[config.mk]
export PLATFORM = sky130hd
export DESIGN_NAME = uart_tx
export DESIGN_NICKNAME = d
export VERILOG_FILES = /design/src/rtl/uart_pkg.sv /design/src/rtl/baud_counter.sv /design/src/rtl/tx_shift_reg.sv /design/src/rtl/uart_tx.sv /design/src/rtl/uart_tx_ctrl.sv
export SDC_FILE = /design/constraint.sdc
export NUM_CORES = 1
export LEC_CHECK = 0
export CAP_MARGIN = 20
export CORE_MARGIN = 1
export CORE_UTILIZATION = 40
export CTS_CLUSTER_SIZE = 10
export DETAILED_ROUTE_END_ITERATION = 8
export PLACE_DENSITY = 0.63
export SYNTH_ARGS = -nofsm -noshare
export SYNTH_HDL_FRONTEND = slang
export SYNTH_SLANG_ARGS = --single-unit
[constraint.sdc]
create_clock -name clock -period 5.65 [get_ports clock]
set_input_delay 1.4125 -clock clock [delete_from_list [all_inputs] [get_ports clock]]
set_output_delay 1.4125 -clock clock [all_outputs]
set_load 0.05 [all_outputs]
[src/rtl/uart_pkg.sv]
// rtl/uart_pkg.sv - shared UART types, frame constants and parity helper
//
// Purpose : common definitions for the UART TX controller and the RX checker.
// Contents: tx_state_t (IDLE, LOAD, SHIFT), UART_DATA_BITS, UART_BASE_FRAME,
//           parity_calc(data, odd) -> parity bit (even: ^data, odd: ~^data).

package uart_pkg;

   typedef enum logic [1:0] {
      IDLE  = 2'd0,
      LOAD  = 2'd1,
      SHIFT = 2'd2
   } tx_state_t;

   localparam int UART_DATA_BITS  = 8;
   // start bit + 8 data bits + one stop bit
   localparam int UART_BASE_FRAME = 10;

   function automatic logic parity_calc(input logic [UART_DATA_BITS-1:0] data,
                                        input logic                      odd);
      return odd ? ~^data : ^data;
   endfunction

endpackage

[src/rtl/baud_counter.sv]
// rtl/baud_counter.sv - per-bit baud period counter
//
// Purpose : counts 0..div-1 while enabled and flags the last cycle of a bit.
//           A divisor of 0 behaves as 1 (tick every enabled cycle).
// Ports   : clock, reset_n (async, active low)
//           clear  - force count to 0 (wins over enable)
//           enable - advance the count this cycle
//           div    - clocks per bit
//           count  - current position inside the bit period
//           tick   - enabled and on the last cycle of the bit period

module baud_counter #(
   parameter int DIV_W = 16
) (
   input  logic             clock,
   input  logic             reset_n,
   input  logic             clear,
   input  logic             enable,
   input  logic [DIV_W-1:0] div,
   output logic [DIV_W-1:0] count,
   output logic             tick
);

   localparam logic [DIV_W-1:0] ONE = DIV_W'(1);

   logic [DIV_W-1:0] cnt_q, cnt_d;
   logic [DIV_W-1:0] last_cnt;

   // div==0 maps to the same terminal count as div==1
   assign last_cnt = (div == '0) ? '0 : div - ONE;
   assign tick     = enable && (cnt_q == last_cnt);
   assign count    = cnt_q;

   always_comb begin
      cnt_d = cnt_q;
      if (clear) begin
         cnt_d = '0;
      end else if (enable) begin
         cnt_d = tick ? '0 : cnt_q + ONE;
      end
   end

   always_ff @(posedge clock or negedge reset_n) begin
      if (!reset_n) begin
         cnt_q <= '0;
      end else begin
         cnt_q <= cnt_d;
      end
   end

endmodule

[src/rtl/tx_shift_reg.sv]
// rtl/tx_shift_reg.sv - UART transmit shift register and serial line flop
//
// Purpose : holds {parity-or-stop, data[7:0], start} and shifts it LSB first
//           onto tx_bit; vacated positions fill with 1 so extra shifts
//           present stop bits.
// Ports   : clock, reset_n (async, active low)
//           load, shift   - strobes from uart_tx_ctrl
//           data, parity_en, parity - frame contents at load
//           tx_bit        - serial line, idles high

module tx_shift_reg (
   input  logic       clock,
   input  logic       reset_n,
   input  logic       load,
   input  logic       shift,
   input  logic [7:0] data,
   input  logic       parity_en,
   input  logic       parity,
   output logic       tx_bit
);

   logic [9:0] sreg_q, sreg_d;
   logic       tx_bit_q, tx_bit_d;

   assign tx_bit = tx_bit_q;

   always_comb begin
      sreg_d   = sreg_q;
      tx_bit_d = tx_bit_q;
      if (load) begin
         // without parity the tenth position is the first stop bit
         sreg_d = {parity_en ? parity : 1'b1, data, 1'b0};
      end else if (shift) begin
         tx_bit_d = sreg_q[0];
         sreg_d   = {1'b1, sreg_q[9:1]};
      end
   end

   always_ff @(posedge clock or negedge reset_n) begin
      if (!reset_n) begin
         sreg_q   <= '1;
         tx_bit_q <= 1'b1;
      end else begin
         sreg_q   <= sreg_d;
         tx_bit_q <= tx_bit_d;
      end
   end

endmodule

[src/rtl/uart_tx.sv]
// rtl/uart_tx.sv - UART transmitter: controller plus shift register
//
// Purpose : joins uart_tx_ctrl and tx_shift_reg into a serial transmitter.
// Ports   : clock, reset_n (async, active low)
//           tx_valid/tx_data/tx_ready - byte handshake
//           parity_en, parity_odd, stop2, baud_div - frame configuration
//           tx_busy, tx_done - status; tx_bit - serial line

module uart_tx #(
   parameter int DIV_W = 16
) (
   input  logic             clock,
   input  logic             reset_n,
   input  logic             tx_valid,
   input  logic [7:0]       tx_data,
   output logic             tx_ready,
   input  logic             parity_en,
   input  logic             parity_odd,
   input  logic             stop2,
   input  logic [DIV_W-1:0] baud_div,
   output logic             tx_busy,
   output logic             tx_done,
   output logic             tx_bit
);

   logic       load;
   logic       shift;
   logic       parity;
   logic [7:0] sr_data;
   logic       par_en_q, par_en_d;

   // parity_en is only valid at the handshake, but the load happens a cycle
   // later, so keep our own copy for the shift register
   always_comb begin
      par_en_d = par_en_q;
      if (tx_valid && tx_ready) begin
         par_en_d = parity_en;
      end
   end

   always_ff @(posedge clock or negedge reset_n) begin
      if (!reset_n) begin
         par_en_q <= 1'b0;
      end else begin
         par_en_q <= par_en_d;
      end
   end

   uart_tx_ctrl #(
      .DIV_W (DIV_W)
   ) u_ctrl (
      .clock           (clock),
      .reset_n         (reset_n),
      .tx_valid        (tx_valid),
      .tx_data         (tx_data),
      .tx_ready        (tx_ready),
      .parity_en       (parity_en),
      .parity_odd      (parity_odd),
      .stop2           (stop2),
      .baud_div        (baud_div),
      .tx_shift_reg_en (load),
      .tx_shift_en     (shift),
      .tx_parity_add   (parity),
      .sr_data         (sr_data),
      .tx_busy         (tx_busy),
      .tx_done         (tx_done)
   );

   tx_shift_reg u_sreg (
      .clock     (clock),
      .reset_n   (reset_n),
      .load      (load),
      .shift     (shift),
      .data      (sr_data),
      .parity_en (par_en_q),
      .parity    (parity),
      .tx_bit    (tx_bit)
   );

endmodule

[src/rtl/uart_tx_ctrl.sv]
// rtl/uart_tx_ctrl.sv - UART transmit sequencing controller
//
// Purpose : accepts a byte per valid/ready handshake, latches the frame
//           configuration, then issues one load strobe and n_bits shift
//           strobes spaced baud_div clocks apart to tx_shift_reg.
// Ports   : clock, reset_n (async, active low)
//           tx_valid/tx_data/tx_ready - byte handshake (ready == IDLE)
//           parity_en, parity_odd, stop2, baud_div - sampled at handshake only
//           tx_shift_reg_en - load strobe (LOAD cycle)
//           tx_shift_en     - shift strobe (first cycle of each bit period)
//           tx_parity_add, sr_data - latched parity bit and byte
//           tx_busy - frame in progress; tx_done - one-cycle completion pulse

module uart_tx_ctrl #(
   parameter int DIV_W = 16
) (
   input  logic             clock,
   input  logic             reset_n,
   input  logic             tx_valid,
   input  logic [7:0]       tx_data,
   output logic             tx_ready,
   input  logic             parity_en,
   input  logic             parity_odd,
   input  logic             stop2,
   input  logic [DIV_W-1:0] baud_div,
   output logic             tx_shift_reg_en,
   output logic             tx_shift_en,
   output logic             tx_parity_add,
   output logic [7:0]       sr_data,
   output logic             tx_busy,
   output logic             tx_done
);

   import uart_pkg::*;

   tx_state_t                 state_q, state_d;
   logic [UART_DATA_BITS-1:0] data_q, data_d;
   logic                      par_en_q, par_en_d;
   logic                      parity_q, parity_d;
   logic                      stop2_q, stop2_d;
   logic [DIV_W-1:0]          div_q, div_d;
   logic [3:0]                bit_cnt_q, bit_cnt_d;
   logic                      load_q, load_d;
   logic                      done_q, done_d;

   logic [DIV_W-1:0]          baud_cnt;
   logic                      baud_tick;
   logic [3:0]                n_bits;
   logic                      last_bit;

   // Counter runs only in SHIFT; every other state holds it at zero so the
   // first SHIFT cycle always starts a fresh bit period.
   baud_counter #(
      .DIV_W (DIV_W)
   ) u_baud (
      .clock   (clock),
      .reset_n (reset_n),
      .clear   (state_q != SHIFT),
      .enable  (state_q == SHIFT),
      .div     (div_q),
      .count   (baud_cnt),
      .tick    (baud_tick)
   );

   assign n_bits   = 4'(UART_BASE_FRAME) + {3'b000, par_en_q} + {3'b000, stop2_q};
   assign last_bit = (bit_cnt_q == n_bits - 4'd1);

   assign tx_ready        = (state_q == IDLE);
   assign tx_busy         = (state_q != IDLE);
   assign tx_shift_en     = (state_q == SHIFT) && (baud_cnt == '0);
   assign tx_shift_reg_en = load_q;
   assign tx_parity_add   = parity_q;
   assign sr_data         = data_q;
   assign tx_done         = done_q;

   always_comb begin
      state_d   = state_q;
      data_d    = data_q;
      par_en_d  = par_en_q;
      parity_d  = parity_q;
      stop2_d   = stop2_q;
      div_d     = div_q;
      bit_cnt_d = bit_cnt_q;
      load_d    = 1'b0;
      done_d    = 1'b0;

      case (state_q)
         IDLE: begin
            if (tx_valid) begin
               data_d   = tx_data;
               par_en_d = parity_en;
               parity_d = parity_en ? parity_calc(tx_data, parity_odd) : 1'b0;
               stop2_d  = stop2;
               div_d    = baud_div;
               load_d   = 1'b1;
               state_d  = LOAD;
            end
         end
         LOAD: begin
            bit_cnt_d = '0;
            state_d   = SHIFT;
         end
         SHIFT: begin
            if (baud_tick) begin
               if (last_bit) begin
                  bit_cnt_d = '0;
                  done_d    = 1'b1;
                  state_d   = IDLE;
               end else begin
                  bit_cnt_d = bit_cnt_q + 4'd1;
               end
            end
         end
         default: begin
            state_d = IDLE;
         end
      endcase
   end

   always_ff @(posedge clock or negedge reset_n) begin
      if (!reset_n) begin
         state_q   <= IDLE;
         data_q    <= '0;
         par_en_q  <= 1'b0;
         parity_q  <= 1'b0;
         stop2_q   <= 1'b0;
         div_q     <= '0;
         bit_cnt_q <= '0;
         load_q    <= 1'b0;
         done_q    <= 1'b0;
      end else begin
         state_q   <= state_d;
         data_q    <= data_d;
         par_en_q  <= par_en_d;
         parity_q  <= parity_d;
         stop2_q   <= stop2_d;
         div_q     <= div_d;
         bit_cnt_q <= bit_cnt_d;
         load_q    <= load_d;
         done_q    <= done_d;
      end
   end

endmodule

==> results.ini, run 1 <==
[critical_path]
critPathRequiredTime_ps=5880
crit_type=flip-flop to flip-flop
cp-end-kind=flip-flop
worst_path_largest_cell_delay_ps=640
critPathBufInv=1
crit_top_cell=or4_1
crit_family=simple AND/OR/NAND/NOR gates
rr_worst_depth=10
crit_arrival_ps=3790
crit_slowest_cell=or4_1
path_depth=10
crit_fanout=9
critPathLaunchType=flip-flop
path_cells=inv_1, ha_1, nor3b_4, and4_1, mux2i_1, nor2_1, a2111o_1, or4_1, or4_1, a32o_1

[global_route]
grt_max_degree=63
grt.overflow.total=0
antenna_found_initial=0
grt_pass1_vias=2592
grt_use_total_pct=17.7
grt_pass1_wl_mm=12.3

[sta]
finalHoldViolCount=0
fin_skew_ps=7.40
finalCritPeriodShare_pct=63.0
setup_viol=0
fin_setup_tns_ps=0
fin_crit_ps=3560
worstMarginPinSlew_ps=976
slew_headroom_pct=34.7
fmax_ghz=0.281
rsz0062_at_grt=no
fin_ws_ps=2090
final_max_slew_viol_count=0

[pwr]
ir_worst_vdd_mv=0.230
leakagePower_nw=1.62
powerDensity_nw_per_um2=463
power.total_w=0.00189

[synth]
netlist_area_um2=3510
synth_ff_type=dfrtp_1
async_reset_ff_share_pct=100
synth.distinct_cells=50
syn_nets=382
avgSynthCellArea_um2=10.1
synth_top_area_share_pct=36.4
ys_seq_area_share_pct=44.6
synth_edf_count=0
synth_warnings=0
synth_seq_cells=62
yosys.area.top_type=dfrtp_1
synthTopCellsByArea=dfrtp_1 36%, dfstp_2 8.2%, mux2_2 7.1%
synth_cells=347

[final_layout]
multi_input_area_um2=1810
layout_commonest_cell=dfrtp_1
fillers=756
drive_above_1_share_pct=16.0
nets=412
syn2layout_area_growth_pct=16.7
area.sequential_um2=1570
antenna_cells=0
layout_common_cells=51 x dfrtp_1, 34 x nor2_1, 32 x clkdlybuf4s50_1

[clock_tree]
clock_sinks=62
worstSkewPairLatency_ps=340
hold_buffers=0
cts_made_buffers=9
cts_setup_buffers=0
cts-root-buf=clkbuf_8
cts_buffer_depth=2
htreeDepth=3
cts-resized-gates=0
clkSlewWorstSetupHoldPaths_ps=70
cts_tree=built

[route]
via_count=2603
via_per_inst=5.34
wl_per_cell_um=14.9
antenna_left=0
drc=0
drtIter0Drc=93
first_pass_iters=4
drt_wl_total_mm=7.25

[flow_run]
maxCapViolations=0

[outcome]
status=completed

[die]
die-width_um=95.6
dieArea_um2=9140
core_um2=8340
row_count=33
start_util_pct=42.0
ios=34
dieHeight_um=95.6

[placement]
port-buffer-count=33
dpl.hpwl_mm=5.08
routabilityCongestion=0.822
dp_slack_ps=1910

[worst_hold_path]
hold_class=flip-flop to flip-flop
hold_depth=1

-- flip-flops by register name, indices dropped and copies added, names as in the netlist, 2 cells and up --
signal	flops
u_ctrl.div_q	16
u_ctrl.bit_cnt_q	4
u_ctrl.state_q	2
u_ctrl.u_baud.count	16
u_sreg.sreg_q	10
u_ctrl.sr_data	8
-- layout make-up --
| type | count | share of cell area (%) |
|---|---|---|
| tap | 105 | 3.21 |
| timing repair buffer | 36 | 8.50 |
| inverter | 17 | 1.56 |
| multi-input combinational | 251 | 44.2 |
| clock inverter | 7 | 1.22 |
| clock buffer | 9 | 3.03 |
| sequential | 62 | 38.3 |
-- stage by stage --
| step | utilization, % | cell area [µm²] | instances | hold WS (ps) |
|---|---|---|---|---|
| 3_5_place_dp | 46.9 | 3910 | 470 | 426 |
| 3_3_place_gp | 46.9 | 3910 | 470 | 422 |
| 2_1_floorplan | - | 3510 | 347 | 406 |
| 4_1_cts | 49.0 | 4080 | 486 | 437 |
| 6_report | 49.1 | 4090 | 487 | 433 |
| 5_1_grt | 49.1 | 4090 | 487 | 447 |
-- worst paths after layout --
path,start,to,slack [ps]
worst max-delay path,u_ctrl.div_q[0],u_ctrl.bit_cnt_q[2],2090
worst min-delay path,u_ctrl.par_en_q,u_sreg.sreg_q[9],430
worst max register to register,u_ctrl.div_q[0],u_ctrl.bit_cnt_q[2],2090
worst min register to register,u_ctrl.par_en_q,u_sreg.sreg_q[9],430
max in group asynchronous,reset_n,u_ctrl.u_baud.count[10],3910
min in group asynchronous,reset_n,u_ctrl.div_q[2],1220
-- Yosys cell counts, drive strengths merged (2+ instances only) --
library cell	instances
dfstp	11
xor2	19
o22a	3
dfrtp	51
a21oi	3
nand4	7
o22ai	4
and2	3
nor4	6
mux2	22
nand3	15
o41a	3
xnor2	20
nor3	7
nor4b	2
nand2	24
nor2	34
a31oi	5
nand2b	5
o21ai	17
or4	4
buf	3
o31ai	2
and3	4
a21boi	2
inv	17
nor2b	4
nor3b	2
clkbuf	14
mux2i	14
ha	5
-- report_power, final --
| group | switching [W] | internal [W] |
|---|---|---|
| registers | 0.000196 | 0.000620 |
| clock network | 0.000183 | 0.000160 |
| logic | 0.000385 | 0.000350 |
| total | 0.000764 | 0.00113 |
-- kinds of logic after synthesis --
group,after synthesis,synth area share (%)
adder cells (fa/ha/maj),5,1.78
buffers and inverters,34,3.75
AO/OA/AOI/OAI,50,9.85
flip-flops,62,44.6
AND/OR/NAND/NOR,121,19.2
XOR/XNOR,39,9.74
multiplexers,36,11.1
-- routing by layer --
layer	up-vias	part of all wire [%]	track usage, %
li1	1282	-	-
met1	1261	46	22.4
met2	47	47	28.6
met3	13	4.7	5.34
met4	0	2.0	6.09
met5	-	0	0
-- worst register-to-register path, cell delays in order, from the launching register on --
cell      delay, ps
dfrtp_1         430
inv_1           120
ha_1            190
nor3b_4         420
and4_1          340
mux2i_1         200
nor2_1           60
a2111o_1        350
or4_1           640
or4_1           450
a32o_1          270
(Power assumes the default switching activity.)
==> inputs of run 2 (changes only) <==
--- a/config.mk
+++ b/config.mk
@@ -10,7 +10,7 @@
 export CORE_UTILIZATION = 40
 export CTS_CLUSTER_SIZE = 10
 export DETAILED_ROUTE_END_ITERATION = 8
-export PLACE_DENSITY = 0.63
+export PLACE_DENSITY = 0.66
 export SYNTH_ARGS = -nofsm -noshare
 export SYNTH_HDL_FRONTEND = slang
 export SYNTH_SLANG_ARGS = --single-unit
==> constraint.sdc (replaced) <==
create_clock -name clock -period 2.9 [get_ports clock]
set_input_delay 0.725 -clock clock [delete_from_list [all_inputs] [get_ports clock]]
set_output_delay 0.725 -clock clock [all_outputs]
set_load 0.05 [all_outputs]
==> results.ini, run 2 (same netlist as run 1, synthesis figures left out) <==
[route]
via_count=2864
drtIter0Drc=123
first_pass_iters=5
via_per_inst=5.32
drt_wl_total_mm=7.74
antenna_left=0
drc=0
wl_per_cell_um=14.4

[critical_path]
cp-end-kind=flip-flop
critPathLaunchType=flip-flop
crit_arrival_ps=3260
crit_fanout=3
critPathRequiredTime_ps=3150
crit_type=flip-flop to flip-flop

[final_layout]
layout_commonest_cell=dfrtp_1
antenna_cells=0
stdcell_area_um2=4630
fillers=724
utilization_pct=55.5
drive_above_1_share_pct=30.0
nets=463
syn2layout_area_growth_pct=32.0
layout_common_cells=50 x dfrtp_1, 46 x buf_4, 33 x nor2_1

[clock_tree]
cts_tree=built
cts_made_buffers=9
cts_buffer_depth=2
clkSlewWorstSetupHoldPaths_ps=90
cts-root-buf=clkbuf_8
hold_buffers=0
clock_sinks=62
htreeDepth=3
worstSkewPairLatency_ps=360

[die]
die-width_um=95.6
core_um2=8340
dieHeight_um=95.6
dieArea_um2=9140
start_util_pct=42.0
ios=34
row_count=33

[placement]
dp_slack_ps=-177
placed_area_um2=4240
port-buffer-count=33
dpl.hpwl_mm=5.64
routabilityCongestion=0.858

[sta]
worstMarginPinSlew_ps=568
finalHoldViolCount=0
rsz0062_at_grt=yes
fin_crit_ps=3020
finalCritPeriodShare_pct=104
fin_skew_ps=8.90
hold_ws_ps=162
fin_ws_ps=-116
final_max_slew_viol_count=0
slew_headroom_pct=62.1
fmax_ghz=0.332
setup_viol=3

[global_route]
grt_use_total_pct=18.9
grt_pass1_vias=2822
grt.overflow.total=0
grt_max_degree=32
grt_pass1_wl_mm=13.2
antenna_found_initial=0

[worst_hold_path]
hold_class=input pin to asynchronous set/reset pin

[outcome]
violations=setup timing
status=complete, but fails checks

[flow_run]
maxCapViolations=0

[pwr]
leakagePower_nw=1.90
ir_worst_vdd_mv=0.597
powerDensity_nw_per_um2=938
power.total_w=0.00434

run 2: cell count changes in the layout (fill, tap and decap cells not counted), moves of 2 or more:
cell and delta:
inv_8 +2, inv_2 +2, clkinv_2 -3, clkinv_4 -2
o31ai_1 -2, inv_6 +2, inv_1 -2, buf_6 +7
buf_4 +43
run 2: worst max-delay path: stages, from the launching register on:
cell     delay, ps
dfrtp_1        400
inv_2           80
ha_4           120
nor3b_4        210
buf_4          170
buf_6          100
buf_6           90
a21oi_2         40
a31o_2         220
a31oi_1        140
nand4_1        140
or4_4          550
or4_1          400
a32o_1         250
run 2: layout make-up:
class	instances	area [µm²]	area share [%]
Inverter	17	63.8	1.38
Clock inverter	7	65.1	1.41
Timing Repair Buffer	87	769	16.6
Multi-Input combinational cell	251	1910	41.2
Sequential cell	62	1570	33.8
Tap cell	105	131	2.84
Clock buffer	9	124	2.68
run 2: power breakdown:
part	internal (W)	total [W]	switching (W)
Sequential	0.00121	0.00147	0.000262
Clock	0.000332	0.000742	0.000410
Combinational	0.00110	0.00213	0.00103
run 2: what timing repair did:
item / CTS / global route
setup endpoints to repair: 5 / 22
pin swaps: 0 / 11
gates cloned: 0 / 0
buffers inserted: 2 / 10
gates resized for setup: 3 / 23
run 2: worst paths after layout:
check	start	to	slack, ps	cells past startpoint
worst max-delay path	u_ctrl.div_q[0]	u_ctrl.bit_cnt_q[2]	-120	13
worst min-delay path	reset_n	u_ctrl.sr_data[3]	160	1
worst max register to register	u_ctrl.div_q[0]	u_ctrl.bit_cnt_q[2]	-120	13
worst min register to register	u_ctrl.par_en_q	u_sreg.sreg_q[9]	450	1
max in group asynchronous	reset_n	u_sreg.sreg_q[7]	2120	2
min in group clock	u_ctrl.par_en_q	u_sreg.sreg_q[9]	450	1
run 2: metal layers:
layer	global-route usage, %	routed length, µm
met4	8.71	172
met5	0	0
met2	29.5	3600
met1	25.4	3690
met3	3.51	282
run 2: through the flow:
step,std cells,setup TNS [ps]
6_report,538,-275
5_1_grt,538,-1450
4_1_cts,528,-487
3_5_place_dp,510,-657
3_3_place_gp,510,-283
2_1_floorplan,347,-518
==> inputs of run 3 (changes only) <==
--- a/config.mk
+++ b/config.mk
@@ -7,10 +7,10 @@
 export LEC_CHECK = 0
 export CAP_MARGIN = 20
 export CORE_MARGIN = 1
-export CORE_UTILIZATION = 40
+export CORE_UTILIZATION = 52
 export CTS_CLUSTER_SIZE = 10
 export DETAILED_ROUTE_END_ITERATION = 8
-export PLACE_DENSITY = 0.66
+export PLACE_DENSITY = 0.81
 export SYNTH_ARGS = -nofsm -noshare
 export SYNTH_HDL_FRONTEND = slang
 export SYNTH_SLANG_ARGS = --single-unit
==> results.ini, run 3 (same netlist as run 1, synthesis figures left out) <==
[outcome]
status=complete, but fails checks
violations=setup timing

[clock_tree]
cts_tree=built
cts_setup_buffers=0
clkSlewWorstSetupHoldPaths_ps=80
cts_made_buffers=9
worstSkewPairLatency_ps=340
clock_sinks=62
htreeDepth=3
cts-root-buf=clkbuf_8
cts_buffer_depth=2

[final_layout]
antenna_cells=0
utilization_pct=69.7
area.sequential_um2=1570
fillers=474
multi_input_area_um2=1870
syn2layout_area_growth_pct=27.6
nets=451
layout_common_cells=51 x dfrtp_1, 39 x buf_4, 33 x nor2_1
drive_above_1_share_pct=26.4
layout_commonest_cell=dfrtp_1

[critical_path]
path_depth=10
worst_path_largest_cell_delay_ps=550
crit_arrival_ps=3280
rr_worst_depth=10
crit_type=flip-flop to flip-flop
path_cells=inv_2, ha_4, nor3b_4, and4_1, mux2i_1, nor2_1, a2111o_1, or4_4, or4_1, a32o_1
cp-end-kind=flip-flop
critPathLaunchType=flip-flop
crit_family=simple AND/OR/NAND/NOR gates
critPathRequiredTime_ps=3140
crit_fanout=5
crit_slowest_cell=or4_4
critPathBufInv=1

[die]
core_um2=6420
start_util_pct=54.6
ios=34
dieHeight_um=84.1
dieArea_um2=7070
row_count=29
die-width_um=84.1

[sta]
setup_viol=4
rsz0062_at_grt=yes
fin_setup_tns_ps=-381
fin_skew_ps=7.26
fmax_ghz=0.329
slew_headroom_pct=65.8
final_max_slew_viol_count=0
fin_crit_ps=3040
worstMarginPinSlew_ps=514
finalHoldViolCount=0
fin_ws_ps=-144
finalCritPeriodShare_pct=105

[route]
drtIter0Drc=155
drt_wl_total_mm=7.63
antenna_left=0
via_per_inst=5.62
first_pass_iters=4
drc=0
wl_per_cell_um=15.3
via_count=2797

[placement]
routabilityCongestion=0.870
port-buffer-count=33
dpl.hpwl_mm=5.47

[pwr]
leakagePower_nw=1.84
p_sw_w=0.00161
internal_power_w=0.00261
powerDensity_nw_per_um2=943
p_comb_share_pct=46.0
power_frac_seq_pct=35.3
swShare_pct=38.2
ir_worst_vdd_mv=0.598
power_frac_clock_pct=18.7

[global_route]
grt_pass1_vias=2823
grt.overflow.total=0
grt_use_total_pct=24.2
grt_max_degree=63
grt_pass1_wl_mm=13.3
antenna_found_initial=0

[worst_hold_path]
hold_class=input pin to asynchronous set/reset pin

[flow_run]
maxCapViolations=0

run 3: changes by cell type in the layout (fill, tap and decap cells not counted), moves of 2 or more:
| cell | change |
|---|---|
| buf_4 | -7 |
| inv_6 | -2 |
| clkinvlp_4 | +2 |
| inv_8 | -2 |
| buf_6 | -6 |
run 3: cell type report:
class                           instances  share of cell area (%)
Multi-Input combinational cell        251                    41.8
Sequential cell                        62                    35.0
Timing Repair Buffer                   75                    15.0
Clock buffer                           10                    3.08
Tap cell                               77                    2.15
Clock inverter                          6                    1.57
Inverter                               17                    1.43
run 3: stage by stage:
step	cell area (µm²)	power, W	setup slack (ps)	cells	hold slack (ps)
6_report	4470	0.00422	-144	498	372
3_3_place_gp	4220	0.00331	-79.5	482	416
5_1_grt	4470	0.00450	-278	498	394
4_1_cts	4450	0.00421	-132	498	386
2_1_floorplan	3530	0.00267	-288	347	406
3_5_place_dp	4220	0.00339	-159	482	439
run 3: final timing paths:
| kind | startpoint | to | slack, ps |
|---|---|---|---|
| max in group asynchronous | reset_n | u_sreg.tx_bit | 2210 |
| min in group clock | u_ctrl.par_en_q | u_sreg.sreg_q[9] | 440 |
| max | u_ctrl.div_q[0] | u_ctrl.bit_cnt_q[2] | -140 |
| min | reset_n | u_ctrl.u_baud.count[12] | 370 |
| max reg2reg | u_ctrl.div_q[0] | u_ctrl.bit_cnt_q[2] | -140 |
| min reg2reg | u_ctrl.par_en_q | u_sreg.sreg_q[9] | 440 |
run 3: repair_timing:
action | in CTS | in global routing
resized for setup | 5 | 5
endpoints found under the setup margin | 5 | 22
pin swaps | 5 | 4
hold buffers | 0 | 0
run 3: worst register-to-register path, stage by stage (launching register included):
cell      delay (ps)
dfrtp_1          410
inv_2             90
ha_4             120
nor3b_4          290
and4_1           270
mux2i_1          200
nor2_1            50
a2111o_1         300
or4_4            550
or4_1            400
a32o_1           250
run 3: power by group through the flow:
stage	Combinational (W)	Sequential [W]	Clock, W
floorplan	0.00119	0.00148	0
global placement	0.00184	0.00147	0
detailed placement	0.00191	0.00149	0
CTS	0.00192	0.00148	0.000803
global route	0.00214	0.00153	0.000833
finish	0.00194	0.00149	0.000788
run 3: routing by layer:
metal / vias to the layer above / share of wire [%] / global-route usage (%)
met5: - / 0 / 0
met1: 1359 / 46 / 32.3
li1: 1367 / - / -
met2: 55 / 49 / 39.3
met4: 0 / 2.4 / 11.0
met3: 16 / 3.0 / 3.36
